### src/rtl/frame_sync_lock_if.sv
// Sync-marker input and lock/position outputs exchanged between the sequence detector side and the deframer side.
interface frame_sync_lock_if #(
    parameter int PW = 4
);
    logic          seen;
    logic          locked;
    logic          frame_start;
    logic [PW-1:0] bit_pos;
    logic          lock_lost;
    logic          slip;
    logic [15:0]   match_cnt;

    modport master (
        output seen,
        input  locked, frame_start, bit_pos, lock_lost, slip, match_cnt
    );

    modport slave (
        input  seen,
        output locked, frame_start, bit_pos, lock_lost, slip, match_cnt
    );
endinterface

### src/rtl/frame_sync_lock.sv
// Frame-sync lock FSM: hunts for periodic sync markers, verifies them, then flywheels through isolated misses.
// Define FSYNC_SLIP_TOL_EN for a +/-1 cycle tolerance window while locked, with a slip pulse on realignment.
module frame_sync_lock #(
    parameter int FRAME_LEN = 16,
    parameter int LOCK_CNT  = 3,
    parameter int MISS_CNT  = 2,
    parameter int PW        = $clog2(FRAME_LEN)
) (
    input logic              clk,
    input logic              resetn,
    frame_sync_lock_if.slave bus
);
    // state     | meaning
    // ST_HUNT   | no phase reference, waiting for any marker
    // ST_VERIFY | phase anchored, counting consecutive in-phase markers
    // ST_LOCKED | lock declared, tracking phase and tolerating misses
    typedef enum logic [1:0] {
        ST_HUNT   = 2'd0,
        ST_VERIFY = 2'd1,
        ST_LOCKED = 2'd2
    } state_t;

    localparam logic [PW-1:0] PH_LAST        = PW'(FRAME_LEN - 1);
    localparam logic [PW-1:0] PH_ONE         = PW'(1);
    localparam logic [15:0]   LOCK_TGT       = 16'(LOCK_CNT);
    localparam logic [15:0]   MISS_TGT       = 16'(MISS_CNT);
    localparam bit            LOCK_IMMEDIATE = (LOCK_CNT == 1);

    state_t        state_q, state_d;
    logic [PW-1:0] ph_q, ph_d;
    logic [15:0]   hit_cnt_q, hit_cnt_d;
    logic [15:0]   miss_cnt_q, miss_cnt_d;
    logic [15:0]   match_cnt_q, match_cnt_d;
    logic          lock_lost_q, lock_lost_d;
    logic [15:0]   hit_inc, miss_inc, match_inc;
    logic          ph_zero, take_miss;
`ifdef FSYNC_SLIP_TOL_EN
    logic          win_hit_q, win_hit_d;
    logic          slip_q, slip_d;
    logic          in_win;
`endif

    always_comb begin
        ph_zero     = (ph_q == '0);
        hit_inc     = hit_cnt_q + 16'd1;
        miss_inc    = miss_cnt_q + 16'd1;
        match_inc   = (match_cnt_q == 16'hFFFF) ? match_cnt_q : match_cnt_q + 16'd1;
        state_d     = state_q;
        ph_d        = (ph_q == PH_LAST) ? '0 : ph_q + PH_ONE;
        hit_cnt_d   = hit_cnt_q;
        miss_cnt_d  = miss_cnt_q;
        match_cnt_d = match_cnt_q;
        lock_lost_d = 1'b0;
        take_miss   = 1'b0;
`ifdef FSYNC_SLIP_TOL_EN
        win_hit_d   = win_hit_q;
        slip_d      = 1'b0;
        in_win      = (ph_q == PH_LAST) || ph_zero || (ph_q == PH_ONE);
`endif
        case (state_q)
            ST_HUNT: begin
                if (bus.seen) begin
                    ph_d      = PH_ONE;
                    hit_cnt_d = 16'd1;
                    if (LOCK_IMMEDIATE) begin
                        state_d    = ST_LOCKED;
                        miss_cnt_d = '0;
`ifdef FSYNC_SLIP_TOL_EN
                        win_hit_d  = 1'b1;
`endif
                    end else begin
                        state_d = ST_VERIFY;
                    end
                end
            end
            ST_VERIFY: begin
                if (ph_zero) begin
                    if (bus.seen) begin
                        hit_cnt_d = hit_inc;
                        if (hit_inc == LOCK_TGT) begin
                            state_d    = ST_LOCKED;
                            miss_cnt_d = '0;
`ifdef FSYNC_SLIP_TOL_EN
                            win_hit_d  = 1'b1;
`endif
                        end
                    end else begin
                        state_d   = ST_HUNT;
                        hit_cnt_d = '0;
                    end
                end else if (bus.seen) begin
                    ph_d      = PH_ONE;
                    hit_cnt_d = 16'd1;
                end
            end
            ST_LOCKED: begin
`ifdef FSYNC_SLIP_TOL_EN
                // The window closes at ph==1; a late hit re-anchors to ph==1 again, so the flag blocks double counting.
                if (bus.seen && in_win && !win_hit_q) begin
                    ph_d        = PH_ONE;
                    miss_cnt_d  = '0;
                    match_cnt_d = match_inc;
                    win_hit_d   = 1'b1;
                    slip_d      = !ph_zero;
                end else if (ph_q == PH_ONE) begin
                    win_hit_d = 1'b0;
                    take_miss = !win_hit_q;
                end
`else
                if (ph_zero) begin
                    if (bus.seen) begin
                        miss_cnt_d  = '0;
                        match_cnt_d = match_inc;
                    end else begin
                        take_miss = 1'b1;
                    end
                end
`endif
            end
            default: begin
                state_d    = ST_HUNT;
                ph_d       = '0;
                hit_cnt_d  = '0;
                miss_cnt_d = '0;
            end
        endcase

        if (take_miss) begin
            if (miss_inc == MISS_TGT) begin
                state_d     = ST_HUNT;
                lock_lost_d = 1'b1;
                ph_d        = '0;
                hit_cnt_d   = '0;
                miss_cnt_d  = '0;
            end else begin
                miss_cnt_d = miss_inc;
            end
        end
    end

    always_ff @(posedge clk or negedge resetn) begin
        if (!resetn) begin
            state_q     <= ST_HUNT;
            ph_q        <= '0;
            hit_cnt_q   <= '0;
            miss_cnt_q  <= '0;
            match_cnt_q <= '0;
            lock_lost_q <= 1'b0;
`ifdef FSYNC_SLIP_TOL_EN
            win_hit_q   <= 1'b0;
            slip_q      <= 1'b0;
`endif
        end else begin
            state_q     <= state_d;
            ph_q        <= ph_d;
            hit_cnt_q   <= hit_cnt_d;
            miss_cnt_q  <= miss_cnt_d;
            match_cnt_q <= match_cnt_d;
            lock_lost_q <= lock_lost_d;
`ifdef FSYNC_SLIP_TOL_EN
            win_hit_q   <= win_hit_d;
            slip_q      <= slip_d;
`endif
        end
    end

    assign bus.locked      = (state_q == ST_LOCKED);
    assign bus.frame_start = (state_q == ST_LOCKED) && (ph_q == '0);
    assign bus.bit_pos     = (state_q == ST_LOCKED) ? ph_q : '0;
    assign bus.lock_lost   = lock_lost_q;
    assign bus.match_cnt   = match_cnt_q;
`ifdef FSYNC_SLIP_TOL_EN
    assign bus.slip        = slip_q;
`else
    assign bus.slip        = 1'b0;
`endif
endmodule

### src/flat_wrapper.sv
// flat-port wrapper written by rule: the top's interface ports become plain ports
module frame_sync_lock_flat 
#(
    parameter int FRAME_LEN = 16,
    parameter int LOCK_CNT  = 3,
    parameter int MISS_CNT  = 2,
    parameter int PW        = $clog2(FRAME_LEN)
)
  (clk, resetn, bus_seen, bus_locked, bus_frame_start, bus_bit_pos, bus_lock_lost, bus_slip, bus_match_cnt);
  frame_sync_lock_if #(.PW(PW)) bus_i ();
  input logic clk;
  input logic resetn;
  input wire logic [$bits(bus_i.seen)-1:0] bus_seen;
  output wire logic [$bits(bus_i.locked)-1:0] bus_locked;
  output wire logic [$bits(bus_i.frame_start)-1:0] bus_frame_start;
  output wire logic [$bits(bus_i.bit_pos)-1:0] bus_bit_pos;
  output wire logic [$bits(bus_i.lock_lost)-1:0] bus_lock_lost;
  output wire logic [$bits(bus_i.slip)-1:0] bus_slip;
  output wire logic [$bits(bus_i.match_cnt)-1:0] bus_match_cnt;
  assign bus_i.seen = bus_seen;
  assign bus_locked = bus_i.locked;
  assign bus_frame_start = bus_i.frame_start;
  assign bus_bit_pos = bus_i.bit_pos;
  assign bus_lock_lost = bus_i.lock_lost;
  assign bus_slip = bus_i.slip;
  assign bus_match_cnt = bus_i.match_cnt;
  frame_sync_lock #(.FRAME_LEN(FRAME_LEN), .LOCK_CNT(LOCK_CNT), .MISS_CNT(MISS_CNT), .PW(PW)) u_core (.clk(clk), .resetn(resetn), .bus(bus_i));
endmodule
### config.mk
export PLATFORM = sky130hd
export DESIGN_NAME = frame_sync_lock_flat
export DESIGN_NICKNAME = d
export VERILOG_FILES = /design/src/rtl/frame_sync_lock_if.sv /design/src/rtl/frame_sync_lock.sv /design/src/flat_wrapper.sv
export SDC_FILE = /design/constraint.sdc
export NUM_CORES = 1
export LEC_CHECK = 0
export ABC_AREA = 1
export CORE_UTILIZATION = 65
export CTS_BUF_LIST = sky130_fd_sc_hd__clkbuf_2 sky130_fd_sc_hd__clkbuf_4 sky130_fd_sc_hd__clkbuf_8
export CTS_CLUSTER_SIZE = 10
export DETAILED_ROUTE_END_ITERATION = 12
export PLACE_DENSITY = 0.87
export RECOVER_POWER = 50
export SLEW_MARGIN = 30
export SYNTH_ARGS = -nofsm -noshare
export SYNTH_HDL_FRONTEND = slang
export SYNTH_SLANG_ARGS = --single-unit
### constraint.sdc
create_clock -name clk -period 4.35 [get_ports clk]
set_input_delay 0.6525 -clock clk [delete_from_list [all_inputs] [get_ports clk]]
set_output_delay 0.6525 -clock clk [all_outputs]
set_load 0.03 [all_outputs]
==> implementation parameters, run 1 <==
Parameter                              Value

Power
  Total leakage power ... just over 2 nW
  Proportion of power drawn by the clock network ... 21.0%
  Total power draw ... 1.412 mW
  Proportion of power drawn by flip-flops and latches ... 43.9%
  Internal power contribution ... around 0.83 mW
  Sw Ratio ... 41.05%
  Power density cells ... 334.5 mW/mm2
  Switching pwr ... 0.5796 mW
  Worst supply voltage drop on vdd ... ~0.00031 V
  Fraction of power consumed by combinational cells ... 35.1%

Synthesis
  Syn_nets ... 556
  Number of warnings reported in the yosys synthesis log ... 0
  Count of state elements after synthesis ... 55
  Netlist Area Pre-Place ... between 0.003 and 0.004 mm2
  Number of different library cells in the post-synthesis netlist ... 39
  Mean Syn Cell Area ... between 7 and 8 um2
  Gate count of the mapped netlist ... 546
  Register area share after synthesis ... between 30 and 40%

Timing
  Setup clock skew after layout ... 11.84 ps
  Final Critical Period ... 2836 ps
  Count of pins over their slew limit ... 0
  Sum of negative setup slack ... 0 ps
  Max Clk Rate ... 352.6 MHz
  Portion of the clock cycle consumed by the worst path in the final layout ... roughly 65%
  Slew margin rel. ... 51.47%
  Slew at the pin closest to its max-slew limit ... 725.2 ps
  Setup repair after global routing missed its margin ... false
  Final-report setup violation count ... 0
  Hold violation count in the final report ... 0

Critical path
  Register-to-register setup slack ... around 1900 ps
  WP buf/inv ... 2
  Critical path endpoint category ... primary output
  Arrival time at the worst endpoint ... 2180 ps
  Cell type group with the largest total delay on the critical path ... buffers and inverters
  Largest incremental delay on the critical path ... ~700 ps
  Max FO, Critical Path ... 9
  Cell-by-cell trace of the critical path ... inv_1 -> ha_1 -> nand3_1 -> nor2_1 -> clkdlybuf4s50_1
  Critical Path Slowest Stage Cell ... clkdlybuf4s50_1
  Worst EP required ... around 3700 ps
  Type of the setup path with the least slack ... flip-flop to primary output
  Reg-to-reg startpoint ... u_core.ph_q[0]$_DFF_PN0_
  Startpoint Class ... flip-flop
  Destination of the worst register-to-register timing path ... u_core.hit_cnt_q[4]$_DFF_PN0_
  Cells on worst reg2reg path ... 9

Placement
  IO buf count ... 25
  Last weighted congestion value of the routability-driven placer ... around 0.91
  Detailed placer's ending HPWL ... ~6400 um

Final layout
  Leading cell types in the layout, fill and taps excluded ... nand2_1 (183), inv_1 (73), nor2_1 (56)
  Most common cell after layout, fill and taps aside ... nand2_1
  Layout-stage area growth over the synthesis result ... 9.545%
  Fillers ... 441
  Antenna Diode Count ... 0
  Net total in the final layout ... between 500 and 600
  Fraction of layout cells with a size suffix above 1 ... under 10%

GRT
  Largest net degree at the start of global routing ... 56
  Wire length of the first global-routing pass ... 15,060 um
  Global route total overflow ... 0
  Initial antenna violation count ... 0
  Number of global-route vias before repair ... 3,461
  GRT Util Overall ... 30.32%

Routing
  Detailed-route wire length per cell ... 13.39 um
  Remaining antenna violation count ... 0
  TritonRoute pass-1 iters ... 5
  Total detailed-routing wirelength ... 8653 um
  Vias after detailed routing ... 3,568
  DRC ... 0
  Via density ... approximately 5.5
  Iter 0 DRT Violations ... 364

CTS
  Clock tree buffer depth ... 2
  Number of gates given a new drive strength after cts ... 0
  Total CTS buffers ... 5
  Clock tree from TritonCTS ... done
  Insertion delay of the later-clocked pin in the worst-skew pair ... 310 ps
  Clock-pin slew of the registers on the worst-case setup and hold paths ... around 100 ps
  H-tree lvl count ... 2
  Number of sinks driven by the clock tree ... 55
  Number of buffers added for setup after CTS ... 0
  Quantity of hold-fixing buffers added after cts ... 0
  Root Driver ... clkbuf_8

Floorplan
  Initial standard-cell utilization of the core ... 68.72%
  Die ar. ... 0.006241 mm2
  Standard cell core area ... 0.005608 mm2
  I/O pin cnt ... 27
  Die outline height ... around 80 um
  Row Count ... 27
  Die width ... around 80 um

Outcome
  Run status ... complete, no violations

Worst hold path
  Worst min path class ... input pin to asynchronous set/reset pin

Flow run
  Max-cap check violation count ... 0
## how the worst max path moves through the flow
| stage | startpoint | end | slack, ps | cells after the start |
|---|---|---|---|---|
| final | u_core.ph_q[0]$_DFF_PN0_ | bus_frame_start | 1510 | 5 |
| after detailed placement | bus_seen | u_core.hit_cnt_q[4]$_DFF_PN0_ | 1760 | 7 |
| after floorplan | u_core.state_q[0]$_DFF_PN0_ | u_core.hit_cnt_q[5]$_DFF_PN0_ | 1920 | 9 |
| after CTS | u_core.ph_q[1]$_DFF_PN0_ | bus_frame_start | 1620 | 5 |
| after global routing | u_core.ph_q[0]$_DFF_PN0_ | bus_frame_start | 1390 | 5 |
| after global placement | bus_seen | u_core.hit_cnt_q[6]$_DFF_PN0_ | 1850 | 7 |
## power by group through the flow
stage / registers [mW] / clock network (mW) / logic [mW]
6_report: 0.620 / 0.297 / 0.495
5_1_grt: 0.628 / 0.322 / 0.547
4_1_cts: 0.619 / 0.301 / 0.498
3_5_place_dp: 0.628 / 0 / 0.496
3_3_place_gp: 0.626 / 0 / 0.479
2_1_floorplan: 0.644 / 0 / 0.348
## stage by stage
step / setup WS, ps / cell area (um2) / hold slack (ps) / utilization [%] / cells
after floorplan: 1917 / 3854 / 356.9 / - / 546
after global placement: 1848 / 4143 / 472.5 / 73.87 / 638
after detailed placement: 1764 / 4143 / 477.2 / 73.87 / 638
after CTS: 1616 / 4235 / 476.0 / 75.52 / 646
after global routing: 1387 / 4222 / 527.7 / 75.28 / 646
final: 1514 / 4222 / 456.1 / 75.28 / 646
## final cells by class
| class | count | area [um2] | share of cell area, % |
|---|---|---|---|
| multi-input combinational | 411 | 2132 | 50.50 |
| sequential | 55 | 1376 | 32.60 |
| inverter | 74 | 277.8 | 6.580 |
| timing repair buffer | 26 | 252.7 | 5.987 |
| tap | 72 | 90.09 | 2.134 |
| clock buffer | 6 | 76.32 | 1.808 |
| clock inverter | 2 | 16.27 | 0.3853 |
## registers in the layout, indices dropped and copies added (netlist names)
signal and count:
u_core.miss_cnt_q 16, u_core.bus.match_cnt 16, u_core.bus.lock_lost 1, u_core.state_q 2, u_core.ph_q 4, u_core.hit_cnt_q 16
## synth_stat cells
| master | n | share of area, % |
|---|---|---|
| or2_2 | 1 | 0.16 |
| nor2_4 | 16 | 4.7 |
| nor4_2 | 1 | 0.32 |
| nand3b_1 | 6 | 1.2 |
| xnor2_1 | 5 | 1.1 |
| nand3_4 | 1 | 0.45 |
| o22ai_1 | 2 | 0.32 |
| nand2_1 | 182 | 18 |
| o21ai_1 | 1 | 0.13 |
| nor4_1 | 1 | 0.16 |
| inv_2 | 1 | 0.097 |
| nand3_2 | 6 | 1.6 |
| a221oi_1 | 2 | 0.45 |
| nor2_1 | 56 | 5.5 |
| inv_1 | 72 | 7.0 |
| dfrtp_1 | 55 | 36 |
| nor2_2 | 4 | 0.65 |
| conb_1 | 1 | 0.097 |
| buf_6 | 1 | 0.29 |
| buf_2 | 3 | 0.39 |
| a21oi_1 | 19 | 2.5 |
| buf_4 | 1 | 0.19 |
| o21bai_1 | 3 | 0.58 |
| clkinv_1 | 1 | 0.097 |
| nor3_4 | 1 | 0.42 |
| a22oi_1 | 3 | 0.58 |
| nand3_1 | 33 | 4.3 |
| xor2_1 | 14 | 3.2 |
| nor3_1 | 10 | 1.3 |
| nor2_8 | 1 | 0.52 |
| nand4_1 | 8 | 1.3 |
| o221ai_1 | 1 | 0.23 |
| o21ai_2 | 1 | 0.23 |
| or2_1 | 1 | 0.16 |
| ha_1 | 7 | 2.3 |
| nand2_4 | 2 | 0.58 |
| nand2_2 | 7 | 1.1 |
| o21ai_0 | 15 | 1.9 |
| buf_12 | 1 | 0.52 |
## logic make-up (layout without fill, tap and decap cells)
logic type | Yosys count | after routing | share of synthesized area (%)
AOI/OAI and AO/OA | 47 | 47 | 6.948
and+or+nand+nor | 337 | 337 | 42.05
xor gates and xnor gates | 19 | 19 | 4.318
DFF | 55 | 55 | 35.71
other | 1 | 1 | 0.09731
adders and majority gates | 7 | 7 | 2.273
buffers and inverters | 80 | 108 | 8.604
## metal layers
| metal | up-vias | global-route usage (%) | part of all wire, % |
|---|---|---|---|
| met5 | - | 0 | 0 |
| met4 | 0 | 9.273 | 1.2 |
| met3 | 11 | 3.678 | 5.1 |
| met2 | 126 | 50.43 | 48 |
| met1 | 1667 | 41.31 | 46 |
| li1 | 1764 | - | - |
(Power assumes the default switching activity.)
==> inputs of run 2 (changes only) <==
--- a/config.mk
+++ b/config.mk
@@ -6,11 +6,11 @@
 export NUM_CORES = 1
 export LEC_CHECK = 0
 export ABC_AREA = 1
-export CORE_UTILIZATION = 65
+export CORE_UTILIZATION = 55
 export CTS_BUF_LIST = sky130_fd_sc_hd__clkbuf_2 sky130_fd_sc_hd__clkbuf_4 sky130_fd_sc_hd__clkbuf_8
 export CTS_CLUSTER_SIZE = 10
 export DETAILED_ROUTE_END_ITERATION = 12
-export PLACE_DENSITY = 0.87
+export PLACE_DENSITY = 0.78
 export RECOVER_POWER = 50
 export SLEW_MARGIN = 30
 export SYNTH_ARGS = -nofsm -noshare
==> constraint.sdc (replaced) <==
create_clock -name clk -period 2.5 [get_ports clk]
set_input_delay 0.375 -clock clk [delete_from_list [all_inputs] [get_ports clk]]
set_output_delay 0.375 -clock clk [all_outputs]
set_load 0.03 [all_outputs]
==> run 2 against run 1 <==
Routed wire length down 4.6%. Flip-flop and latch count unchanged. Combinational power up 78%. Setup slack worse by 1300 ps. Via count down 2.4%. Clock skew about the same. Count of clock-buffer cells in the layout down 1. Register-to-register slack worse by 1700 ps. Hold slack worse by 160 ps. Non-clock buffer count up 2. Sequential share of layout area down 0.45 points. Power up 74%. Largest power group unchanged.
==> implementation parameters, run 2 (synthesis results as in run 1) <==
Parameter                              Value

Outcome
  Run status ... complete, no violations

GRT
  Most used routing layer ... met2
  Number of global-route vias before repair ... 3,195
  Largest net degree at the start of global routing ... 23
  Initial antenna violation count ... 0
  GRT Util Overall ... around a quarter
  Met2 track demand over resource ... about two fifths
  Wire length of the first global-routing pass ... 14,610 um
  Global route total overflow ... 0
  Global-route track usage on met1 ... 35.37%
  Met3 global-route usage ... about 3.8%

CTS
  Total CTS buffers ... 5
  Clock tree buffer depth ... 2
  Clock-pin slew of the registers on the worst-case setup and hold paths ... around 110 ps
  Root Driver ... clkbuf_8
  H-tree lvl count ... 2
  Clock tree from TritonCTS ... done
  Quantity of hold-fixing buffers added after cts ... 0
  Insertion delay of the later-clocked pin in the worst-skew pair ... 320 ps
  Number of buffers added for setup after CTS ... 0
  Number of sinks driven by the clock tree ... 55

Timing
  Hold WS ... roughly 300 ps
  Count of pins over their slew limit ... 0
  Post-layout worst setup margin ... 214.4 ps
  Slew at the pin closest to its max-slew limit ... around 1300 ps
  Final-report setup violation count ... 0
  Portion of the clock cycle consumed by the worst path in the final layout ... 91.43%
  Setup clock skew after layout ... ~12 ps
  Setup repair after global routing missed its margin ... false
  Slew margin rel. ... 15.42%
  Max Clk Rate ... approximately 440 MHz
  Hold violation count in the final report ... 0
  Final Critical Period ... roughly 2300 ps
  Sum of negative setup slack ... 0 ps

Routing
  Remaining antenna violation count ... 0
  TritonRoute pass-1 iters ... 5
  Vias after detailed routing ... about 3.5k
  Total detailed-routing wirelength ... around 8300 um
  Iter 0 DRT Violations ... 169
  DRC ... 0
  Detailed-route wire length per cell ... about 12 um
  Via density ... 5.180

Floorplan
  Die ar. ... between 0.007 and 0.008 mm2
  Die width ... 85.71 um
  I/O pin cnt ... 27
  Initial standard-cell utilization of the core ... 56.72%
  Row Count ... 30
  Standard cell core area ... between 0.006 and 0.007 mm2
  Die outline height ... 85.71 um

Final layout
  Most common cell after layout, fill and taps aside ... nand2_1
  Layout-stage area growth over the synthesis result ... 11.07%
  Antenna Diode Count ... 0
  Final Instance Count excl. Fillers ... 672
  Net total in the final layout ... 585
  Fraction of layout cells with a size suffix above 1 ... 9.028%
  Fillers ... between 600 and 700
  Leading cell types in the layout, fill and taps excluded ... nand2_1 (182), inv_1 (72), nor2_1 (55), dfrtp_1 (55), nand3_1 (33)

Worst hold path
  Worst min path class ... input pin to asynchronous set/reset pin

Placement
  IO buf count ... 25
  Last weighted congestion value of the routability-driven placer ... between 0.9 and 1
  Detailed placer's ending HPWL ... ~6000 um
  Instance count after placement with tap cells included ... around 660
  Worst slack at placement ... 166.4 ps

Flow run
  Max-cap check violation count ... 0

Power
  Power density cells ... approximately 580 mW/mm2
  Total leakage power ... around 2.1 nW
  Worst supply voltage drop on vdd ... 0.0004713 V

Critical path
  Max FO, Critical Path ... 9
  Startpoint Class ... flip-flop
  Start point of the critical path ... u_core.ph_q[0]$_DFF_PN0_
  Worst EP required ... 2700 ps
  Register-to-register setup slack ... 210 ps
  Type of the setup path with the least slack ... flip-flop to flip-flop
  Arrival time at the worst endpoint ... about 2500 ps
  Reg-to-reg startpoint ... u_core.ph_q[0]$_DFF_PN0_
  Critical path endpoint category ... flip-flop
run 2: changes by cell type in the layout (fill, tap and decap cells not counted), sizes merged:
cell	previous run	this run
buf	2	1
clkbuf	6	8
clkdlybuf4s50	19	13
clkinv	1	2
clkinvlp	1	2
dlygate4sd3	5	10
dlymetal6s2s	0	1
inv	74	73
run 2: path summary, 6_finish.rpt:
check	cells past startpoint	to
setup / recovery	9	u_core.hit_cnt_q[4]$_DFF_PN0_
hold / removal	1	u_core.miss_cnt_q[8]$_DFFE_PN0P_
setup reg to reg	9	u_core.hit_cnt_q[4]$_DFF_PN0_
hold reg to reg	2	u_core.miss_cnt_q[15]$_DFFE_PN0P_
max in group asynchronous	2	u_core.hit_cnt_q[1]$_DFF_PN0_
min in group clk	2	u_core.miss_cnt_q[15]$_DFFE_PN0P_
run 2: cell type report:
cell class | instances | area [um2] | share of cell area (%)
Timing Repair Buffer | 28 | 261.5 | 6.109
Inverter | 74 | 277.8 | 6.489
Clock buffer | 5 | 68.82 | 1.608
Clock inverter | 3 | 20.02 | 0.4677
Sequential cell | 55 | 1376 | 32.15
Tap cell | 96 | 120.1 | 2.806
Multi-Input combinational cell | 411 | 2156 | 50.37
run 2: metal layers:
metal,vias to the layer above,part of all wire [%]
li1,1773,-
met1,1621,49
met2,80,45
met3,7,5.1
met4,0,0.78
met5,-,0
run 2: critical path, cell delays in order (launching register included):
cell and delay, ps:
dfrtp_1 410, inv_1 110, ha_1 170, nand3_2 180, o21ai_1 390, inv_1 100, nand2_1 220, nand2_1 230
a22oi_1 300, nor2_4 60
run 2: report_power, final:
group | switching [mW] | leakage, nW | internal [mW]
logic | 0.614 | 1.31 | 0.265
clock network | 0.311 | 0.0402 | 0.196
registers | 0.0997 | 0.733 | 0.976
run 2: per-stage QoR:
step	total power [mW]	utilization [%]	instance area (um2)
floorplan	1.727	-	3854
global placement	1.938	61.64	4188
detailed placement	1.951	61.64	4188
CTS	2.466	62.95	4277
global route	2.625	63.00	4280
finish	2.462	63.00	4280
run 2: timing repair:
item	4_1_cts	5_1_grt
endpoints found under the hold margin	0	0
resized for setup	0	4
setup endpoints to repair	0	20
